$ cat src/rtl/seg_scan_driver.sv
// seg_scan_driver: time-multiplexed common-anode seven-segment scanner
// with guard blanking, per-digit blink and frame-boundary commit of new frames.
module seg_scan_driver #(
    parameter int DIGITS       = 8,
    parameter int SCAN_DIV     = 1000,
    parameter int GUARD        = 16,
    parameter int BLINK_FRAMES = 64
) (
    input  logic                  clk,
    input  logic                  rst_n,
    input  logic                  load_valid,
    output logic                  load_ready,
    input  logic [4*DIGITS-1:0]   load_data,
    input  logic [DIGITS-1:0]     load_dp,
    input  logic [DIGITS-1:0]     load_en,
    input  logic [DIGITS-1:0]     load_blink,
    output logic [7:0]            seg_out,
    output logic [DIGITS-1:0]     dig_sel,
    output logic                  frame_done
);
    localparam int PW = $clog2(SCAN_DIV);
    localparam int IW = $clog2(DIGITS);
    localparam int FW = BLINK_FRAMES > 1 ? $clog2(BLINK_FRAMES) : 1;
    localparam logic [PW-1:0] PMAX = PW'(SCAN_DIV - 1);
    localparam logic [PW-1:0] GEND = PW'(GUARD);
    localparam logic [IW-1:0] IMAX = IW'(DIGITS - 1);
    localparam logic [FW-1:0] FMAX = FW'(BLINK_FRAMES - 1);

    typedef struct packed {
        logic [4*DIGITS-1:0] data;
        logic [DIGITS-1:0]   dp;
        logic [DIGITS-1:0]   en;
        logic [DIGITS-1:0]   blink;
    } frame_t;

    frame_t        act, pnd, ld;
    logic          pend, blink_phase, wrap, lit, blank;
    logic [PW-1:0] psc;
    logic [IW-1:0] idx;
    logic [FW-1:0] fcnt;
    logic [3:0]    nib;
    logic [6:0]    glyph;

    assign ld         = {load_data, load_dp, load_en, load_blink};
    assign load_ready = ~pend;
    assign wrap       = psc == PMAX && idx == IMAX;

    always_ff @(posedge clk or negedge rst_n) begin
        if (!rst_n) begin
            psc         <= '0;
            idx         <= '0;
            fcnt        <= '0;
            blink_phase <= 1'b0;
            act         <= '0;
            pnd         <= '0;
            pend        <= 1'b0;
            frame_done  <= 1'b0;
        end else begin
            psc        <= psc == PMAX ? '0 : psc + 1'b1;
            frame_done <= wrap;
            if (psc == PMAX)
                idx <= idx == IMAX ? '0 : idx + 1'b1;
            if (wrap) begin
                fcnt <= fcnt == FMAX ? '0 : fcnt + 1'b1;
                if (fcnt == FMAX)
                    blink_phase <= ~blink_phase;
            end
            // a transfer landing on the wrap with nothing pending bypasses straight to active
            if (wrap && (pend || load_valid)) begin
                act  <= pend ? pnd : ld;
                pend <= 1'b0;
            end else if (load_valid && !pend) begin
                pnd  <= ld;
                pend <= 1'b1;
            end
        end
    end

    assign nib   = act.data[{idx, 2'b00} +: 4];
    assign lit   = psc >= GEND && act.en[idx];
    assign blank = blink_phase && act.blink[idx];

    always_comb begin
        glyph = 7'h7F;
        case (nib)
            4'h0: glyph = 7'h40;
            4'h1: glyph = 7'h79;
            4'h2: glyph = 7'h24;
            4'h3: glyph = 7'h30;
            4'h4: glyph = 7'h19;
            4'h5: glyph = 7'h12;
            4'h6: glyph = 7'h02;
            4'h7: glyph = 7'h78;
            4'h8: glyph = 7'h00;
            4'h9: glyph = 7'h10;
            4'hA: glyph = 7'h08;
            4'hB: glyph = 7'h03;
            4'hC: glyph = 7'h46;
            4'hD: glyph = 7'h21;
            4'hE: glyph = 7'h06;
            4'hF: glyph = 7'h0E;
            default: glyph = 7'h7F;
        endcase
    end

    always_ff @(posedge clk or negedge rst_n) begin
        if (!rst_n) begin
            seg_out <= 8'hFF;
            dig_sel <= '1;
        end else begin
            seg_out <= lit && !blank ? {~act.dp[idx], glyph} : 8'hFF;
            dig_sel <= lit ? ~(DIGITS'(1) << idx) : '1;
        end
    end
endmodule

$ cat config.mk
export PLATFORM = sky130hd
export DESIGN_NAME = seg_scan_driver
export DESIGN_NICKNAME = d
export VERILOG_FILES = /design/src/rtl/seg_scan_driver.sv
export SDC_FILE = /design/constraint.sdc
export NUM_CORES = 1
export LEC_CHECK = 0
export ABC_AREA = 1
export CELL_PAD_IN_SITES_DETAIL_PLACEMENT = 0
export CELL_PAD_IN_SITES_GLOBAL_PLACEMENT = 2
export CORE_UTILIZATION = 24
export DETAILED_ROUTE_END_ITERATION = 10
export PLACE_DENSITY = 0.58
export RECOVER_POWER = 25
export SYNTH_ARGS = -nofsm -noshare
export SYNTH_HDL_FRONTEND = slang
export SYNTH_SLANG_ARGS = --single-unit
export TNS_END_PERCENT = 5
$ cat constraint.sdc
create_clock -name clk -period 3.7 [get_ports clk]
set_input_delay 0.555 -clock clk [delete_from_list [all_inputs] [get_ports clk]]
set_output_delay 0.555 -clock clk [all_outputs]
set_load 0.005 [all_outputs]
==> tab_implementation.tex <==
\begin{tabular}{lr}
\hline
Metric & Value \\
\hline
\multicolumn{2}{l}{\textbf{Outcome}} \\
Outcome & finished, violations left \\
Violations in the final reports & max-capacitance violations, max-slew violations \\
\multicolumn{2}{l}{\textbf{Detailed routing}} \\
Number of nets with antenna violations after routing & 0 \\
Final routed DRC violation total & 0 \\
Final routed wirelength across all metal layers & 18770 microns \\
Vias & 5742 \\
Drt first-iter violations & 328 \\
Via-per-instance ratio & 4.167 \\
Post-detailed-route wirelength per cell & 13.62 microns \\
Number of iterations in the first detailed-routing pass & 4 \\
\multicolumn{2}{l}{\textbf{Final layout}} \\
Net count, final & 1040 \\
Antenna diode count & 0 \\
Final design area excluding fillers & roughly 9400 sq um \\
Number of filler cells placed in the layout & 3440 \\
Share of post-route cells with drive strength above 1 & 21.00\% \\
Leading cell type in the layout, fill and taps excluded & sky130\_fd\_sc\_hd\_\_nand2\_1 \\
Leading cell types in the layout, fill and taps excluded & 233 x sky130\_fd\_sc\_hd\_\_nand2\_1, 134 x sky130\_fd\_sc\_hd\_\_dfrtp\_1, 110 x sky130\_fd\_sc\_hd\_\_inv\_1 \\
Relative area change from synthesis to final layout & 20.67\% \\
\multicolumn{2}{l}{\textbf{STA}} \\
Post-route setup slack & 1.228 ns \\
Unrepaired setup endpoints after global routing & no \\
Final worst path period need & 2.472 ns \\
Clock tree skew after final layout & 0.01071 ns \\
Worst-Margin Slew & between 1.5 and 2 ns \\
Final setup violation count & 0 \\
FMAX & 404.6 MHz \\
Slew headroom & -19.57\% \\
Fraction of the cycle the final worst path needs & 66.81\% \\
Number of pins with negative max-slew slack in the final report & between 60 and 70 \\
Number of endpoints with negative hold slack in the final report & 0 \\
Final total negative setup slack & 0 ns \\
\multicolumn{2}{l}{\textbf{Run}} \\
Number of violations of the max-capacitance limit & 1 \\
\multicolumn{2}{l}{\textbf{Synth}} \\
Unique cell type count in the Yosys netlist & 34 \\
Share of the synthesized area in compound gates (AO/OA/AOI/OAI) & about 16\% \\
Flip-flop and latch count after synthesis & 150 \\
Main combinational cell family by area after synthesis & simple AND/OR/NAND/NOR gates \\
Sequential area share after synthesis & 48.44\% \\
Multiplexer area fraction after synthesis & 0\% \\
Per-instance average area after synthesis & $\sim$8.6 sq um \\
Simple-gate share of the synthesized area & 22.13\% \\
Top cells by area, synth & sky130\_fd\_sc\_hd\_\_dfrtp\_1 43\%, sky130\_fd\_sc\_hd\_\_nand2\_1 11\%, sky130\_fd\_sc\_hd\_\_o21ai\_2 9.0\% \\
Xor/xnor share of the synthesized area & 0.5622\% \\
Adder and majority gate portion of the synthesized area & 2.409\% \\
Cell count after synthesis & 903 \\
Area leader, netlist & sky130\_fd\_sc\_hd\_\_dfrtp\_1 \\
Net count after synthesis & 977 \\
Number of warnings issued by yosys & 0 \\
Post-synth top area share & 43.05\% \\
Post-synthesis cell area & roughly 7800 sq um \\
\multicolumn{2}{l}{\textbf{Placement}} \\
Hpwl dp & about 13000 microns \\
Cell area reported after detailed placement & about 8800 sq um \\
IO Port Bufs & 76 \\
Pre-CTS worst setup slack & 1.226 ns \\
Final GP Congestion & $\sim$0.71 \\
\multicolumn{2}{l}{\textbf{CTS}} \\
Clock slew seen by the registers of the worst setup and hold paths & around 0.06 ns \\
Buffer levels on the longest clock path & 2 \\
Clock Tree Root & sky130\_fd\_sc\_hd\_\_clkbuf\_16 \\
Post\_cts resized & 0 \\
Clock sink count & 150 \\
TritonCTS clock tree & built \\
Clk\_lat worst skew & 0.42 ns \\
Total setup buffers inserted after CTS & 0 \\
Cts-stage hold buffer count & 0 \\
CTS H-tree depth & 4 \\
Number of clock buffers inserted by TritonCTS & 17 \\
\multicolumn{2}{l}{\textbf{Floorplan}} \\
Vert. Die Dim & 182.2 microns \\
Core region area & 31720 sq um \\
Standard-cell row count & 65 \\
Initial core utilization & approximately 25\% \\
Boundary Pins & 77 \\
Chip Width & around 180 microns \\
Die area & 33180 sq um \\
\multicolumn{2}{l}{\textbf{GRT}} \\
Tot GR Track Use & 12.16\% \\
Number of antenna violations at the first check in global routing & 0 \\
Vias in the first global route & about 5.8k \\
Largest net degree at the start of global routing & 65 \\
Global-route wire length before repair & $\sim$32000 microns \\
Overflow left after global routing & 0 \\
\multicolumn{2}{l}{\textbf{Power and ir drop}} \\
Leakage & 4.245 nW \\
Maximum ir drop on the vdd rail & about 0.32 mV \\
Power density over the cells & 407.0 nW/um\^{}2 \\
\multicolumn{2}{l}{\textbf{Critical path}} \\
Crit path capture type & flip-flop \\
Critical setup path kind & reg2reg \\
CP required & just over 4 ns \\
Data arrival, critical path & 2.81 ns \\
CP startpoint kind & flip-flop \\
Critical path fanouts, max & 52 \\
\multicolumn{2}{l}{\textbf{Worst hold path}} \\
Path category of the worst min-delay check & reg2reg \\
\hline
\end{tabular}
## Yosys cell counts (all sizes together)
cell	instances
a32o	2
dfrtp	134
ha	15
dfstp	16
xnor2	2
xor2	3
nand3b	1
nor3	4
or2	3
nand4	2
a22oi	1
clkinv	1
nand2	289
a21oi	5
clkbuf	18
nand3	58
buf	28
inv	113
o21ai	178
nor2	29
o21a	1
## per-layer routing
metal,global-route usage (%),up-vias,share of wire (%)
met2,18.82,68,44
met3,2.714,8,2.9
met4,3.227,0,0.80
met5,0,-,0
met1,16.99,2677,53
li1,-,2989,-
## where the power goes
group / switching (mW) / internal, mW
clock: 0.695 / 1.08
combinational: 0.150 / 0.139
sequential: 0.0451 / 1.71
total: 0.890 / 2.94
## state kept, by name (all words and copies together), names as in the netlist
name / flops
act: 56
pnd: 56
psc: 10
dig_sel: 8
seg_out: 8
fcnt: 6
idx: 3
blink_phase: 1
frame_done: 1
pend: 1
## final timing paths
kind	cells past startpoint	from	slack, ns	to
max in group asynchronous	2	rst_n	1.79	seg_out[1]$_DFF_PN1_
worst max-delay path	9	idx[0]$_DFFE_PN0N_	1.23	pnd[55]$_DFFE_PN0P_
min in group asynchronous	1	rst_n	0.61	pnd[4]$_DFFE_PN0P_
worst max register to register	9	idx[0]$_DFFE_PN0N_	1.23	pnd[55]$_DFFE_PN0P_
worst min register to register	2	act[38]$_DFFE_PN0N_	0.48	act[38]$_DFFE_PN0N_
worst min-delay path	2	act[38]$_DFFE_PN0N_	0.48	act[38]$_DFFE_PN0N_
## worst max-delay path: stages (launching register included)
cell and delay [ns]:
sky130_fd_sc_hd__dfrtp_1 0.64, sky130_fd_sc_hd__ha_1 0.25, sky130_fd_sc_hd__ha_1 0.18, sky130_fd_sc_hd__inv_1 0.12
sky130_fd_sc_hd__nor2_8 0.22, sky130_fd_sc_hd__inv_4 0.09, sky130_fd_sc_hd__nand2_8 0.39, sky130_fd_sc_hd__buf_4 0.32
sky130_fd_sc_hd__nand2_2 0.07, sky130_fd_sc_hd__o21ai_2 0.05
## stage by stage
stage	hold slack, ns	cells	total power [mW]	utilization, %
final	0.4806	1378	3.826	29.64
after floorplan	0.2594	903	1.939	-
after CTS	0.1627	1378	3.908	29.66
after detailed placement	0.4680	1349	2.087	27.81
after global routing	0.4933	1378	4.013	29.64
after global placement	0.4636	1349	2.082	27.81
## kinds of logic (layout without fill, tap and decap cells)
logic type	count (synthesis)	in the layout
AO/OA/AOI/OAI	187	187
AND/OR/NAND/NOR	386	386
adder cells (fa/ha/maj)	15	15
flip-flops	150	150
buffers and inverters	160	233
XOR/XNOR	5	5
## cell type report
| type | count | area (sq um) | area share (%) |
|---|---|---|---|
| clock buffers | 20 | 456.7 | 4.858 |
| multi-input cells | 593 | 3221 | 34.26 |
| repair buffers | 90 | 885.9 | 9.424 |
| clock inverters | 9 | 128.9 | 1.371 |
| flip-flops and latches | 150 | 3774 | 40.14 |
| inverters | 114 | 431.7 | 4.592 |
| well taps | 402 | 503.0 | 5.351 |
Note: power is estimated with default switching activity, not from simulation.
